===== src/rtl/if_fetch_queue_stage.sv =====
// ------------------------------------------------------------------------------------------------
// if_fetch_queue_stage
//
// Superscalar instruction-fetch stage. Issues aligned FetchW-wide bundle reads to instruction
// memory, buffers the returned bundles in a Depth-entry queue and hands them to decode over a
// valid/ready handshake. Jump/branch redirects flush the queue and drop any in-flight response.
// A misaligned redirect target produces a per-slot valid mask that blanks the slots below the
// target word in the first bundle fetched after the redirect.
//
// Ports
//   clk_i              rising-edge clock
//   rst_ni             asynchronous active-low reset
//   en_i               fetch enable; 0 holds the PC and issues nothing
//   branch_taken_i     redirect to branch_address_i
//   branch_address_i   branch target (word aligned)
//   jump_i             redirect to jump_address_i; wins over branch_taken_i
//   jump_address_i     jump target (word aligned)
//   imem_req_o         read request this cycle
//   imem_addr_o        bundle-aligned read address
//   imem_rdata_i       bundle data, slot i in bits [32i+31:32i], valid the cycle after the request
//   out_valid_o        head bundle available
//   out_ready_i        decode accepts the head bundle
//   out_pc_o           aligned base PC of the head bundle
//   out_pc_next_o      out_pc_o + 4*FetchW (modulo 2^PcW)
//   out_instr_o        head bundle instructions
//   out_slot_valid_o   per-slot valid mask of the head bundle
// All out_* outputs read zero whenever out_valid_o is low.
// ------------------------------------------------------------------------------------------------
module if_fetch_queue_stage #(
  parameter int unsigned   PcW     = 10,
  parameter int unsigned   FetchW  = 2,
  parameter int unsigned   Depth   = 4,
  parameter logic [PcW-1:0] ResetPc = '0
) (
  input  logic                clk_i,
  input  logic                rst_ni,
  input  logic                en_i,
  input  logic                branch_taken_i,
  input  logic [PcW-1:0]      branch_address_i,
  input  logic                jump_i,
  input  logic [PcW-1:0]      jump_address_i,
  output logic                imem_req_o,
  output logic [PcW-1:0]      imem_addr_o,
  input  logic [FetchW*32-1:0] imem_rdata_i,
  output logic                out_valid_o,
  input  logic                out_ready_i,
  output logic [PcW-1:0]      out_pc_o,
  output logic [PcW-1:0]      out_pc_next_o,
  output logic [FetchW*32-1:0] out_instr_o,
  output logic [FetchW-1:0]   out_slot_valid_o
);

  localparam int unsigned    BundleBytes = 4 * FetchW;
  localparam int unsigned    OffW        = $clog2(BundleBytes);
  localparam int unsigned    PtrW        = $clog2(Depth);
  localparam int unsigned    CntW        = $clog2(Depth + 1);
  localparam logic [PcW-1:0] BundleInc   = PcW'(BundleBytes);
  localparam logic [PcW-1:0] AlignMask   = ~PcW'(BundleBytes - 1);
  localparam logic [CntW-1:0] DepthCnt   = CntW'(Depth);
  localparam logic [PtrW-1:0] LastPtr    = PtrW'(Depth - 1);

  // Circular pointer increment; Depth need not be a power of two.
  function automatic logic [PtrW-1:0] ptr_inc(input logic [PtrW-1:0] p);
    return (p == LastPtr) ? '0 : p + 1'b1;
  endfunction

  // ----------------------------------------------------------------------------------------------
  // State
  // ----------------------------------------------------------------------------------------------
  logic [PcW-1:0]    pc_q, pc_d;
  logic [FetchW-1:0] skip_q, skip_d;          // slots to blank in the next issued bundle
  logic              inflight_q, inflight_d;
  logic [PcW-1:0]    req_pc_q, req_pc_d;      // PC of the outstanding request
  logic [FetchW-1:0] req_skip_q, req_skip_d;  // skip mask tagged onto the outstanding request
  logic [CntW-1:0]   count_q, count_d;
  logic [PtrW-1:0]   head_q, head_d;
  logic [PtrW-1:0]   tail_q, tail_d;

  logic [PcW-1:0]      q_pc_q    [Depth];
  logic [FetchW*32-1:0] q_instr_q [Depth];
  logic [FetchW-1:0]   q_mask_q  [Depth];

  // ----------------------------------------------------------------------------------------------
  // Control
  // ----------------------------------------------------------------------------------------------
  logic              redirect;
  logic [PcW-1:0]    target;
  logic [FetchW-1:0] skip_tgt;
  logic [CntW-1:0]   occupancy;
  logic              issue;
  logic              push;
  logic              pop;
  int unsigned       word_off;

  assign redirect = jump_i | branch_taken_i;
  assign target   = jump_i ? jump_address_i : branch_address_i;

  // Slots strictly below the target's word offset within its bundle are not executed.
  always_comb begin
    skip_tgt = '0;
    word_off = 32'(target[OffW-1:0]) >> 2;
    for (int unsigned i = 0; i < FetchW; i++) begin
      skip_tgt[i] = (i < word_off);
    end
  end

  // Queue entries plus the outstanding request never exceed Depth, so every response has a slot.
  assign occupancy = count_q + CntW'(inflight_q);
  assign issue     = rst_ni & en_i & ~redirect & (occupancy < DepthCnt);
  assign push      = inflight_q & ~redirect;
  assign pop       = out_valid_o & out_ready_i;

  assign imem_req_o  = issue;
  assign imem_addr_o = pc_q;

  // ----------------------------------------------------------------------------------------------
  // Next state
  // ----------------------------------------------------------------------------------------------
  always_comb begin
    pc_d       = pc_q;
    skip_d     = skip_q;
    inflight_d = issue;
    req_pc_d   = req_pc_q;
    req_skip_d = req_skip_q;
    count_d    = count_q;
    head_d     = head_q;
    tail_d     = tail_q;

    if (redirect) begin
      // Flush: the head may still be popped this cycle, but nothing survives it.
      pc_d       = target & AlignMask;
      skip_d     = skip_tgt;
      inflight_d = 1'b0;
      count_d    = '0;
      head_d     = '0;
      tail_d     = '0;
    end else begin
      if (issue) begin
        pc_d       = pc_q + BundleInc;
        req_pc_d   = pc_q;
        req_skip_d = skip_q;
        skip_d     = '0;
      end
      if (push) begin
        tail_d = ptr_inc(tail_q);
      end
      if (pop) begin
        head_d = ptr_inc(head_q);
      end
      unique case ({push, pop})
        2'b10:   count_d = count_q + 1'b1;
        2'b01:   count_d = count_q - 1'b1;
        default: count_d = count_q;
      endcase
    end
  end

  always_ff @(posedge clk_i or negedge rst_ni) begin
    if (!rst_ni) begin
      pc_q       <= ResetPc;
      skip_q     <= '0;
      inflight_q <= 1'b0;
      req_pc_q   <= '0;
      req_skip_q <= '0;
      count_q    <= '0;
      head_q     <= '0;
      tail_q     <= '0;
    end else begin
      pc_q       <= pc_d;
      skip_q     <= skip_d;
      inflight_q <= inflight_d;
      req_pc_q   <= req_pc_d;
      req_skip_q <= req_skip_d;
      count_q    <= count_d;
      head_q     <= head_d;
      tail_q     <= tail_d;
    end
  end

  // Queue storage needs no reset: entries are only visible while count_q covers them.
  always_ff @(posedge clk_i) begin
    if (push) begin
      q_pc_q[tail_q]    <= req_pc_q;
      q_instr_q[tail_q] <= imem_rdata_i;
      q_mask_q[tail_q]  <= ~req_skip_q;
    end
  end

  // ----------------------------------------------------------------------------------------------
  // Decode-facing outputs, forced to zero when the queue is empty
  // ----------------------------------------------------------------------------------------------
  assign out_valid_o = (count_q != '0);

  always_comb begin
    out_pc_o         = '0;
    out_pc_next_o    = '0;
    out_instr_o      = '0;
    out_slot_valid_o = '0;
    if (out_valid_o) begin
      out_pc_o         = q_pc_q[head_q];
      out_pc_next_o    = q_pc_q[head_q] + BundleInc;
      out_instr_o      = q_instr_q[head_q];
      out_slot_valid_o = q_mask_q[head_q];
    end
  end

endmodule


===== config.mk =====
export PLATFORM = sky130hd
export DESIGN_NAME = if_fetch_queue_stage
export DESIGN_NICKNAME = d
export VERILOG_FILES = /design/src/rtl/if_fetch_queue_stage.sv
export SDC_FILE = /design/constraint.sdc
export NUM_CORES = 1
export LEC_CHECK = 0
export ABC_AREA = 1
export ABC_CLOCK_PERIOD_IN_PS = 13000
export CAP_MARGIN = 40
export CELL_PAD_IN_SITES_DETAIL_PLACEMENT = 1
export CELL_PAD_IN_SITES_GLOBAL_PLACEMENT = 2
export CORE_AREA = 4 4 186 188
export DETAILED_ROUTE_END_ITERATION = 10
export DIE_AREA = 0 0 190 192
export GPL_ROUTABILITY_DRIVEN = 1
export GPL_TIMING_DRIVEN = 0
export PLACE_DENSITY_LB_ADDON = 0.1
export SETUP_SLACK_MARGIN = 0.02
export SYNTH_ARGS = -nofsm -noshare
export SYNTH_HDL_FRONTEND = slang
export SYNTH_SLANG_ARGS = --single-unit

===== constraint.sdc =====
create_clock -name clk_i -period 13 [get_ports clk_i]
set_clock_uncertainty 0.1 [all_clocks]
set_input_delay 3.25 -clock clk_i [delete_from_list [all_inputs] [get_ports clk_i]]
set_output_delay 3.25 -clock clk_i [all_outputs]
set_load 0.03 [all_outputs]

# Word-level counts from Yosys, hierarchy flattened
# Memory sizes are Yosys's and may differ from the RTL's.
# Index checks and enable logic that the tools add are counted.
[word_totals]
inputBits = 90
word_cells = 59
mem_count = 3
ramBits = 304
output_inout_bits = 98
regBits = 32
[classes]
n_eq_ne = 4
n_reduce_logical = 6
bitwise = 8
add_sub_neg = 7
n_lt_le_gt_ge = 3
n_mux = 20
[memory_table]
columns = ["memory", "depth", "word_bits", "read_ports", "rd_ports_with_merged_regs", "write_ports", "line", "rtl"]
rows = [
  ["q_instr_q", 4, 64, 1, 0, 1, "80", "logic [FetchW*32-1:0] q_instr_q [Depth];"],
  ["q_pc_q", 4, 10, 1, 0, 1, "79", "logic [PcW-1:0] q_pc_q [Depth];"],
  ["q_mask_q", 4, 2, 1, 0, 1, "81", "logic [FetchW-1:0] q_mask_q [Depth];"],
]
[ops]
columns = ["op", "n"]
rows = [
  ["2-to-1 mux 64 bit", 1],
  ["2-to-1 mux 10 bit", 5],
  ["adder 10 x 4 -> 10 bit, second input constant", 2],
  ["2-to-1 mux 2 bit", 9],
  ["equality test 2 bit, second input constant", 3],
  ["one-hot mux 3 bit (2 select lines)", 1],
  ["nonzero test 2 bit", 3],
  ["nonzero test 3 bit", 2],
  ["bitwise AND 1 bit", 5],
  ["adder 2 x 1 -> 2 bit, second input constant", 2],
  ["adder 3 x 1 -> 3 bit", 1],
  ["adder 3 x 1 -> 3 bit, second input constant", 1],
  ["less-than comparator 3 bit, second input constant", 1],
  ["2-to-1 mux 1 bit", 3],
  ["2-to-1 mux 3 bit", 1],
  ["subtractor 3 x 1 -> 3 bit, second input constant", 1],
  ["equality test 2 x 1 -> 1 bit, second input constant", 1],
  ["less-than comparator 1 bit, first input constant", 2],
  ["NOT 2 bit", 1],
  ["AND reduction 2 bit", 1],
  ["NOT 1 bit", 1],
  ["bitwise OR 1 bit", 1],
]

# Depth between registers and ports, before layout
# Gate-level depths: netlist of run 1.
[logic_depth]
word_depth = 6
mapped_depth = 13
ltp_nobuf = 11

# Worst setup path after synthesis of run 1
# No wires, ideal clock.
[synth_timing]
kind = "input to output"
start = "input jump_i"
end = "output imem_req_o"
arrival_ns = 3.995
required_time_ns = 9.650
setup_slack_ns = 5.655
n_path_buf = 1
stages = 6
cell_sequence = "buf_6 -> nor2_8 -> nand3_1 -> nor2_1 -> nand2_1 -> inv_1"
[synth_between]
elab_chain_len = 4
[synth_rtl]
columns = ["item", "line", "rtl"]
rows = [
  ["from (decl)", "40", "input logic jump_i,"],
  ["bitwise OR 1 bit", "95", "assign redirect = jump_i | branch_taken_i;"],
  ["NOT 1 bit (no line)", "--", ""],
  ["bitwise AND 1 bit (2 in series)", "109", "assign issue = rst_ni & en_i & ~redirect & (occupancy < DepthCnt);"],
  ["to (decl)", "42", "output logic imem_req_o,"],
]
# No other way between the ends.

# Worst setup path after layout of run 1
[layout_timing]
start = "input rst_ni"
end = "output imem_req_o"
[layout_between]
elab_chain_len = 3
[layout_rtl]
columns = ["item", "line", "rtl"]
rows = [
  ["from (decl)", "36", "input logic rst_ni,"],
  ["bitwise AND 1 bit (3 in series)", "109", ""],
]
# No other way between the ends.

==> run_results.csv, run 1 <==
group,metric,value,unit
detailed_routing,vias,8721,
cells_and_area,fin_util,49.4,%
setup_path,start_kind,"input pin",
detailed_routing,vias_per_cell,4.92,
min_path,hp-start,"req_pc_q[3]",
setup_path,cp_common_cell,"clkdlybuf4s50_1",
logic_synthesis,yosysTopAreaCell,"edfxtp_1",
logic_synthesis,mappedNetlistArea,12700,um2
logic_synthesis,syn_avg_cell_area,11.9,um2
pwr,p_switching,797,uW
clocking,cts_made_buffers,35,
timing,rsz0062_at_grt,"false",
global_routing,grt_pass1_wl,52500,um
pwr,p_comb_share,24.7,%
setup_path,critPathKind,"input pin to output port",
logic_synthesis,synthCells,1070,
timing,fin_crit,8.65,ns
logic_synthesis,async_reset_ff_share,7.69,%
setup_path,cp-end-kind,"output port",
timing,fin_tns_setup,0,ns
logic_synthesis,yosysMostFrequentCell,"nor2_1",
outcome,status,"finished, final reports clean",
cells_and_area,drive_gt1_share,8.75,%
setup_path,r2r_setup_slack,10.66,ns
logic_synthesis,synthFlopType,"edfxtp_1",
setup_path,cp_cell_sequence,"clkdlybuf4s50_1, nand3_1, nor2_1, nand2_1, inv_1, clkdlybuf4s50_1",
placed_design,dp_hpwl,22900,um
global_routing,antenna_found_initial,1,
logic_synthesis,synth_commonest_cells,"296 x nor2_1, 288 x edfxtp_1, 157 x o21ai_0",
placed_design,io_buffer_count,173,
setup_path,path_depth,6,
timing,slew_headroom,58.6,%
setup_path,reg2regPathDepth,11,
cells_and_area,nFillCells,3456,
clocking,post_cts_buffers,0,
detailed_routing,drt-initial-drc-count,479,
clocking,cts_tree,"built",
clocking,cts_htree_levels,2,
setup_path,crit_required,9.65,ns
min_path,holdPathEnd,"q_pc_q[1][3]",
detailed_routing,detail-route-antenna-nets,0,
logic_synthesis,synthDistinctLibCells,32,
detailed_routing,drt_drc_violations_left,0,
cells_and_area,area_growth,28.8,%
setup_path,slowest_stage,"clkdlybuf4s50_1",
clocking,postCtsHoldBufs,0,
floorplanning,rows,67,
timing,setup_violations,0,
timing,tightest_slew,0.621,ns
clocking,clkSlewWorstSetupHoldPaths,0.06,ns
cells_and_area,multi_input_area,3010,um2
setup_path,r2r_end,"count_q[2]",
setup_path,critical_path.max_fanout,10,
setup_path,cp_top_family,"buffers and inverters",
clocking,max-clock-path-buffers,3,
placed_design,dp.cells,1713,
setup_path,arrival,5.30,ns
detailed_routing,post_drt_wl_per_cell,19.3,um
pwr,leakagePower,0.00576,uW
floorplanning,die_w,190,um
global_routing,grt_pass1_vias,9257,
cells_and_area,fin_cells,1773,
min_path,hold_path_depth,0,
global_routing,grt_max_degree,25,
floorplanning,coreArea,33100,um2
clocking,insertion_delay,0.49,ns
pwr,ir_drop,0.0796,mV
setup_path,r2r-start,"count_q[0]",
min_path,hp-class,"flip-flop to flip-flop",
logic_synthesis,yosysSeqAreaShare,72.9,%
logic_synthesis,synth_seq_cells,312,
logic_synthesis,synth.area.top_cells,"edfxtp_1 68%, nor2_1 8.8%, o21ai_0 6.2%, dfrtp_1 4.7%, a21oi_1 3.0%",
pwr,p_seq_share,42.9,%
timing,period_share,66.5,%
timing,slew_violations,0,
logic_synthesis,synth_top_area_share,68.1,%
setup_path,critPathMaxStageDelay,0.84,ns
global_routing,track_usage,18.7,%
cells_and_area,num_antenna_cells,0,
setup_path,crit_buf_inv,3,
clocking,cts.sinks,312,
floorplanning,initial_utilization,38.3,%
clocking,cts_resized,0,
floorplanning,die_h,192,um
pwr,cellPowerDensity,161,nW/um2
cells_and_area,register_area,9250,um2
pwr,clock_power_share,32.4,%
job,cap_violations,0,
pwr,p_sw_share,30.2,%
timing,hold_viol,0,
cells_and_area,nets,1400,
logic_synthesis,synth_edf_count,288,
timing,max_freq,0.116,GHz
clocking,cts_root_buffer,"clkbuf_16",
floorplanning,die_area,36500,um2
floorplanning,ioPinCount,188,
pwr,internal-power,1840,uW
placed_design,gp_congestion,0.731,
logic_synthesis,yosys_warnings,0,
global_routing,gr-total-overflow,0,
detailed_routing,drt-pass1-iter-count,5,
detailed_routing,wirelength,34300,um
## metrics by stage
stage	total power, uW	instance area [um2]	setup WS (ns)	hold WS, ns
after floorplan	1500	12700	5.66	0.353
after global placement	1810	15000	2.44	0.399
after detailed placement	1810	15400	4.28	0.409
after CTS	2680	16300	4.27	0.424
after global routing	2760	16300	4.16	0.442
final	2640	16300	4.35	0.414
## kinds of logic after synthesis
| logic type | Yosys count | share of synthesized area [%] |
|---|---|---|
| simple gates | 404 | 12.7 |
| flops | 312 | 72.9 |
| compound gates | 239 | 9.52 |
| buf+inv | 103 | 3.86 |
| fa+ha+maj | 8 | 0.848 |
| xor+xnor | 3 | 0.207 |
| other cells | 1 | 0.0295 |
## state kept, by name, indices dropped and copies added (netlist names)
| register | cells |
|---|---|
| imem_addr_o | 7 |
| q_pc_q | 28 |
| inflight_q | 1 |
| count_q | 3 |
| head_q | 2 |
| q_mask_q | 4 |
| tail_q | 2 |
| req_skip_q | 1 |
| req_pc_q | 7 |
| skip_q | 1 |
| q_instr_q | 256 |
## worst register-to-register path, delay by kind of cell (launching register included)
kind / cells / cell delay, ns
and+or+nand+nor: 5 / 0.72
xor gates and xnor gates: 1 / 0.20
buffers and inverters: 2 / 0.16
adders and majority gates: 1 / 0.38
DFF: 1 / 0.44
AOI/OAI and AO/OA: 2 / 0.20
## metal layers
layer	global-route usage (%)	share of wire [%]	vias to the layer above
met5	0	0.058	-
met4	4.09	1.6	2
met3	3.07	4.3	45
met2	32.3	49	192
met1	25.0	45	4302
li1	-	-	4180
## power groups by stage
| stage | Combinational (uW) | Clock [uW] | Sequential (uW) |
|---|---|---|---|
| 2_1_floorplan | 348 | 0 | 1150 |
| 3_3_place_gp | 655 | 0 | 1150 |
| 3_5_place_dp | 660 | 0 | 1150 |
| 4_1_cts | 664 | 879 | 1130 |
| 5_1_grt | 700 | 924 | 1140 |
| 6_report | 652 | 854 | 1130 |
## cell usage in the layout, fill, tap and decap left out, types with 5 or more instances in the layout
cell type | synthesis | final
buf_2 | 26 | 26
dfrtp_1 | 24 | 24
nor2_4 | 1 | 5
clkinv_1 | 0 | 7
buf_12 | 0 | 8
buf_16 | 0 | 6
conb_1 | 1 | 9
nor2_1 | 296 | 292
nand2_1 | 67 | 67
nand2_2 | 5 | 5
clkdlybuf4s50_1 | 0 | 173
buf_1 | 12 | 12
nand3_1 | 25 | 25
clkbuf_1 | 14 | 28
clkbuf_16 | 0 | 35
inv_2 | 5 | 5
buf_4 | 13 | 13
edfxtp_1 | 288 | 288
a21oi_1 | 76 | 76
inv_1 | 30 | 30
o21ai_0 | 157 | 157
ha_1 | 7 | 7
## worst max-delay path by stage
stage,from,end
after detailed placement,rst_ni,imem_req_o
after floorplan,jump_i,imem_req_o
after CTS,rst_ni,imem_req_o
after global placement,branch_taken_i,q_instr_q[3][35]
after global routing,rst_ni,imem_req_o
final,rst_ni,imem_req_o
## cell type report
class                      instances  share of cell area [%]
timing repair buffer             187                    12.6
tap                              448                    3.43
buffer                            68                    2.20
inverter                          35                   0.804
multi-input combinational        663                    18.4
clock buffer                      49                    5.68
clock inverter                    11                   0.306
sequential                       312                    56.6
Note: power is estimated with default switching activity, not from simulation.
==> inputs of run 2 (changes only) <==
Settings changed: ABC_CLOCK_PERIOD_IN_PS 13000 to 8100, CORE_AREA 4 4 186 188 to 4 4 193 195, DIE_AREA 0 0 190 192 to 0 0 197 199.
Clock period 13 ns to 8.1 ns, I/O delays scaled along.
==> run 2 against run 1 <==
- non-clock buffer count unchanged
- critical endpoint unchanged
- core utilization down 2.8 points
- largest cell class unchanged
- sequential cell count unchanged
- design area up 0.74%
- sequential share of layout area down 0.42 points
- first-iteration DRC count down 15%
==> run_results.csv, run 2 (synthesis results as in run 1) <==
group,metric,value,unit
cells_and_area,fin_cells,1789,
floorplanning,die_h,199,um
floorplanning,die_area,39200,um2
floorplanning,initial_utilization,35.9,%
cells_and_area,nFillCells,3761,
global_routing,track_usage,17.8,%
cells_and_area,regMostFlops,"q_instr_q",
setup_path,slowest_stage,"clkdlybuf4s50_1",
placed_design,io_buffer_count,173,
timing,fin_crit,6.15,ns
pwr,clock_power_share,34.2,%
clocking,cts_made_buffers,35,
detailed_routing,wirelength,35300,um
clocking,insertion_delay,0.51,ns
floorplanning,coreArea,35400,um2
detailed_routing,vias_per_cell,4.87,
setup_path,cp_cell_sequence,"clkdlybuf4s50_1, nand3_1, nor2_1, nand2_1, inv_1, clkdlybuf4s50_1",
detailed_routing,post_drt_wl_per_cell,19.7,um
timing,hold_viol,0,
setup_path,critPathMaxStageDelay,0.78,ns
detailed_routing,detail-route-antenna-nets,0,
cells_and_area,final_common_cell,"nor2_1",
pwr,internal-power,3040,uW
setup_path,cp_top_family,"buffers and inverters",
min_path,hp-class,"flip-flop to flip-flop",
timing,period_share,75.9,%
global_routing,antenna_found_initial,1,
timing,hold_slack,0.425,ns
clocking,postCtsHoldBufs,0,
setup_path,crit_required,5.98,ns
timing,rsz0062_at_grt,"false",
outcome,status,"finished, final reports clean",
clocking,max-clock-path-buffers,3,
clocking,cts_resized,0,
setup_path,cp-end-kind,"output port",
timing,setup_violations,0,
clocking,cts_root_buffer,"clkbuf_16",
global_routing,gr-total-overflow,0,
floorplanning,die_w,197,um
timing,slew_violations,0,
cells_and_area,largest_reg_flops,256,
placed_design,dp_hpwl,23100,um
pwr,p_seq_share,41.7,%
pwr,ir_drop,0.131,mV
clocking,post_cts_buffers,0,
cells_and_area,nets,1400,
timing,slew_headroom,47.7,%
pwr,leakagePower,0.00582,uW
setup_path,crit_buf_inv,3,
cells_and_area,reg_top3,"q_instr_q x256, q_pc_q x28",
detailed_routing,drt-initial-drc-count,409,
floorplanning,rows,69,
clocking,cts_tree,"built",
placed_design,gp_congestion,0.721,
detailed_routing,drt_drc_violations_left,0,
pwr,p_switching,1320,uW
setup_path,critical_path.max_fanout,9,
cells_and_area,layout_common_cells,"292 x nor2_1, 288 x edfxtp_1, 173 x clkdlybuf4s50_1, 157 x o21ai_0, 76 x a21oi_1",
cells_and_area,num_antenna_cells,0,
clocking,cts.sinks,312,
cells_and_area,area_growth,29.8,%
job,cap_violations,0,
setup_path,start_kind,"input pin",
setup_path,arrival,4.02,ns
global_routing,grt_pass1_vias,9223,
clocking,clkSlewWorstSetupHoldPaths,0.06,ns
placed_design,dp.cells,1726,
cells_and_area,drive_gt1_share,9.34,%
pwr,p_sw_share,30.3,%
pwr,cellPowerDensity,264,nW/um2
detailed_routing,vias,8715,
setup_path,critPathKind,"input pin to output port",
clocking,cts_htree_levels,2,
setup_path,cp_common_cell,"clkdlybuf4s50_1",
global_routing,grt_max_degree,22,
global_routing,grt_pass1_wl,53600,um
timing,max_freq,0.163,GHz
timing,tightest_slew,0.782,ns
floorplanning,ioPinCount,188,
pwr,p_comb_share,24.1,%
detailed_routing,drt-pass1-iter-count,5,
-- run 2: changes by cell type in the layout (fill, tap and decap cells not counted), moves of 2 or more --
cell and delta:
clkinv_1 +3, clkbuf_1 -8, buf_12 -2, clkinv_2 +4, bufinv_16 +2
-- run 2: final timing paths --
kind / endpoint / from / cells past startpoint / slack [ns]
max in group asynchronous: req_skip_q[0] / rst_ni / 2 / 5.64
worst max-delay path: imem_req_o / rst_ni / 6 / 1.95
worst min-delay path: q_pc_q[1][3] / req_pc_q[3] / 0 / 0.42
worst max register to register: q_instr_q[1][15] / inflight_q / 5 / 5.68
min in group asynchronous: count_q[2] / rst_ni / 1 / 1.75
worst min register to register: q_pc_q[1][3] / req_pc_q[3] / 0 / 0.42
-- run 2: layer usage --
metal  global-route usage (%)  wire (um)  vias up
met3                     2.88       1460       41
met4                     3.72        472        2
met2                     30.6      17200      182
li1                         -          -     4181
met5                        0         13        -
met1                     24.0      16100     4309
-- run 2: metrics by stage --
step | setup WS, ns | power (uW) | cell area, um2 | util [%] | setup TNS [ns]
final | 1.95 | 4350 | 16500 | 46.5 | 0
after global routing | 1.81 | 4550 | 16500 | 46.5 | 0
after CTS | 1.91 | 4420 | 16500 | 46.5 | 0
after detailed placement | 1.93 | 2920 | 15400 | 43.5 | 0
after global placement | -1.31 | 2910 | 15000 | 42.5 | -357.43
after floorplan | 2.07 | 2410 | 12700 | - | 0
-- run 2: power by group through the flow --
stage          clock network (uW)  registers, uW  logic (uW)
2_1_floorplan                   0           1850         558
3_3_place_gp                    0           1850        1060
3_5_place_dp                    0           1850        1070
4_1_cts                      1530           1820        1070
5_1_grt                      1600           1820        1130
6_report                     1490           1820        1050
-- run 2: layout make-up --
class / count / area (um2) / share of cell area, %
buffer: 68 / 359 / 2.18
clock buffer: 42 / 923 / 5.61
clock inverter: 21 / 158 / 0.957
inverter: 35 / 131 / 0.798
multi-input combinational: 663 / 3010 / 18.3
sequential: 312 / 9250 / 56.2
tap: 461 / 577 / 3.50
timing repair buffer: 187 / 2060 / 12.5
-- run 2: worst reg2reg max path, stage by stage, from the launching register on --
cell and delay, ns:
dfrtp_1 0.41, nand2_1 0.34, nor2_4 0.57, buf_12 0.27
buf_12 0.21, buf_12 0.21
==> inputs of run 3 (changes only) <==
Settings changed: ABC_CLOCK_PERIOD_IN_PS 8100 to 5300, CORE_AREA 4 4 193 195 to 4 4 202 204, DIE_AREA 0 0 197 199 to 0 0 206 208.
Clock period 8.1 ns to 5.3 ns, I/O delays scaled along.
==> run 3 against run 2 <==
- sequential power grew 53%
- register-to-register slack lost 2.7 ns
- global-route usage shrank 0.93 points
- worst setup slack lost 1.4 ns
- sequential cell count is the same
- wire length grew 2.4%
- design area grew 0.35%
- total power grew 53%
- critical path depth grew 7
- die area grew 9.3%
- core utilization shrank 4.4 points
- hold slack lost 0.012 ns
- largest power group unchanged
==> run_results.csv, run 3 (synthesis results as in run 1) <==
group,metric,value,unit
detailed_routing,vias,8658,
placed_design,dp_hpwl,23700,um
global_routing,gr-total-overflow,0,
clocking,cts.sinks,312,
detailed_routing,drt-initial-drc-count,333,
detailed_routing,drt_drc_violations_left,0,
detailed_routing,post_drt_wl_per_cell,19.5,um
timing,setup_violations,0,
global_routing,grt_pass1_vias,9283,
timing,slew_violations,0,
cells_and_area,largest_reg_flops,256,
cells_and_area,regMostFlops,"q_instr_q",
setup_path,cp-end-kind,"output port",
cells_and_area,reg_top3,"q_instr_q x256, q_pc_q x28",
clocking,clkSlewWorstSetupHoldPaths,0.06,ns
placed_design,gp_congestion,0.719,
clocking,cts_root_buffer,"clkbuf_16",
cells_and_area,layout_common_cells,"292 x nor2_1, 288 x edfxtp_1, 173 x clkdlybuf4s50_1, 157 x o21ai_0, 76 x a21oi_1",
setup_path,setup.worst_path.start,"head_q[0]",
detailed_routing,drt-pass1-iter-count,5,
timing,hold_viol,0,
detailed_routing,vias_per_cell,4.68,
cells_and_area,fin_util,42.1,%
clocking,postCtsHoldBufs,0,
cells_and_area,final_common_cell,"nor2_1",
floorplanning,die_area,42800,um2
pwr,leakagePower,0.00581,uW
cells_and_area,nets,1401,
clocking,cts_tree,"built",
job,cap_violations,0,
setup_path,cp-endpoint,"out_pc_next_o[9]",
setup_path,reg2regPathDepth,11,
clocking,cts_resized,0,
clocking,insertion_delay,0.52,ns
clocking,max-clock-path-buffers,3,
timing,period_share,90.4,%
placed_design,io_buffer_count,173,
floorplanning,die_w,206,um
cells_and_area,drive_gt1_share,9.29,%
setup_path,start_kind,"flip-flop",
timing,fin_tns_setup,0,ns
setup_path,r2r-start,"count_q[0]",
global_routing,antenna_found_initial,0,
detailed_routing,detail-route-antenna-nets,0,
clocking,cts_made_buffers,36,
setup_path,crit_required,3.88,ns
clocking,cts_htree_levels,2,
setup_path,critPathKind,"flip-flop to output port",
timing,rsz0062_at_grt,"false",
cells_and_area,area_growth,30.2,%
outcome,status,"finished, final reports clean",
timing,slew_headroom,56.0,%
min_path,hp-class,"flip-flop to flip-flop",
floorplanning,rows,73,
global_routing,grt_pass1_wl,55400,um
setup_path,r2r_end,"count_q[2]",
floorplanning,ioPinCount,188,
global_routing,grt_max_degree,24,
detailed_routing,wirelength,36100,um
setup_path,critical_path.max_fanout,10,
setup_path,arrival,3.37,ns
setup_path,r2r_setup_slack,2.94,ns
floorplanning,initial_utilization,32.3,%
timing,max_freq,0.209,GHz
pwr,cellPowerDensity,403,nW/um2
timing,tightest_slew,0.660,ns
global_routing,track_usage,16.8,%
timing,fin_crit,4.79,ns
floorplanning,die_h,208,um
floorplanning,coreArea,39300,um2
clocking,post_cts_buffers,0,
pwr,ir_drop,0.252,mV
run 3: changes by cell type in the layout (fill, tap and decap cells not counted):
cell / change
buf_12: +1
clkbuf_8: +1
bufinv_16: -1
clkinv_2: -2
clkbuf_16: +1
inv_6: +1
clkinv_8: -1
buf_16: -1
clkbuf_1: +3
clkinv_1: -6
diode_2: +2
run 3: how the worst min path moves through the flow:
stage	startpoint	to	slack, ns	cells after the start
finish	req_pc_q[5]	q_pc_q[2][5]	0.41	0
global placement	req_pc_q[5]	q_pc_q[1][5]	0.40	0
global route	req_pc_q[5]	q_pc_q[2][5]	0.44	0
detailed placement	req_pc_q[5]	q_pc_q[3][5]	0.41	0
floorplan	req_skip_q[0]	req_skip_q[0]	0.35	2
CTS	req_pc_q[5]	q_pc_q[2][5]	0.42	0
run 3: power by group:
group | total, uW | switching (uW) | leakage (uW) | internal, uW
clock network | 2270 | 935 | 0.000523 | 1340
registers | 2780 | 39.2 | 0.00290 | 2740
logic | 1620 | 1060 | 0.00239 | 560
total | 6660 | 2030 | 0.00581 | 4640
run 3: cell type report:
type | count | area, um2
Fill cell | 4215 | 22700
Tap cell | 525 | 657
Buffer | 68 | 359
Timing Repair Buffer | 187 | 2050
Clock inverter | 12 | 87.6
Antenna cell | 2 | 5.00
Inverter | 35 | 131
Multi-Input combinational cell | 663 | 3010
Clock buffer | 47 | 973
Sequential cell | 312 | 9250
run 3: worst max-delay path, stage by stage, from the launching register on:
cell	delay, ns
dfrtp_1	0.43
inv_2	0.25
buf_6	0.25
buf_6	0.18
nand2_1	0.07
nand3_1	0.08
nand2_2	0.09
inv_1	0.06
ha_1	0.16
nand3_1	0.10
nor2_1	0.18
nand3_1	0.09
a21oi_1	0.15
clkdlybuf4s50_1	0.73
run 3: stage by stage:
stage	setup WS [ns]	hold slack (ns)	std cells	total power [uW]	instance area, um2
after floorplan	-0.0314	0.353	1078	3690	12700
after global placement	-3.57	0.401	1776	4460	15100
after detailed placement	0.494	0.407	1790	4470	15500
after CTS	0.414	0.417	1849	6770	16500
after global routing	0.218	0.437	1849	6970	16500
final	0.508	0.413	1851	6660	16500
run 3: per-layer routing:
metal | up-vias | global-route usage, % | part of all wire, %
met5 | - | 0 | 0
met4 | 0 | 4.20 | 2.1
met3 | 43 | 3.07 | 5.3
met2 | 173 | 28.2 | 49
met1 | 4265 | 22.7 | 44
li1 | 4177 | - | -
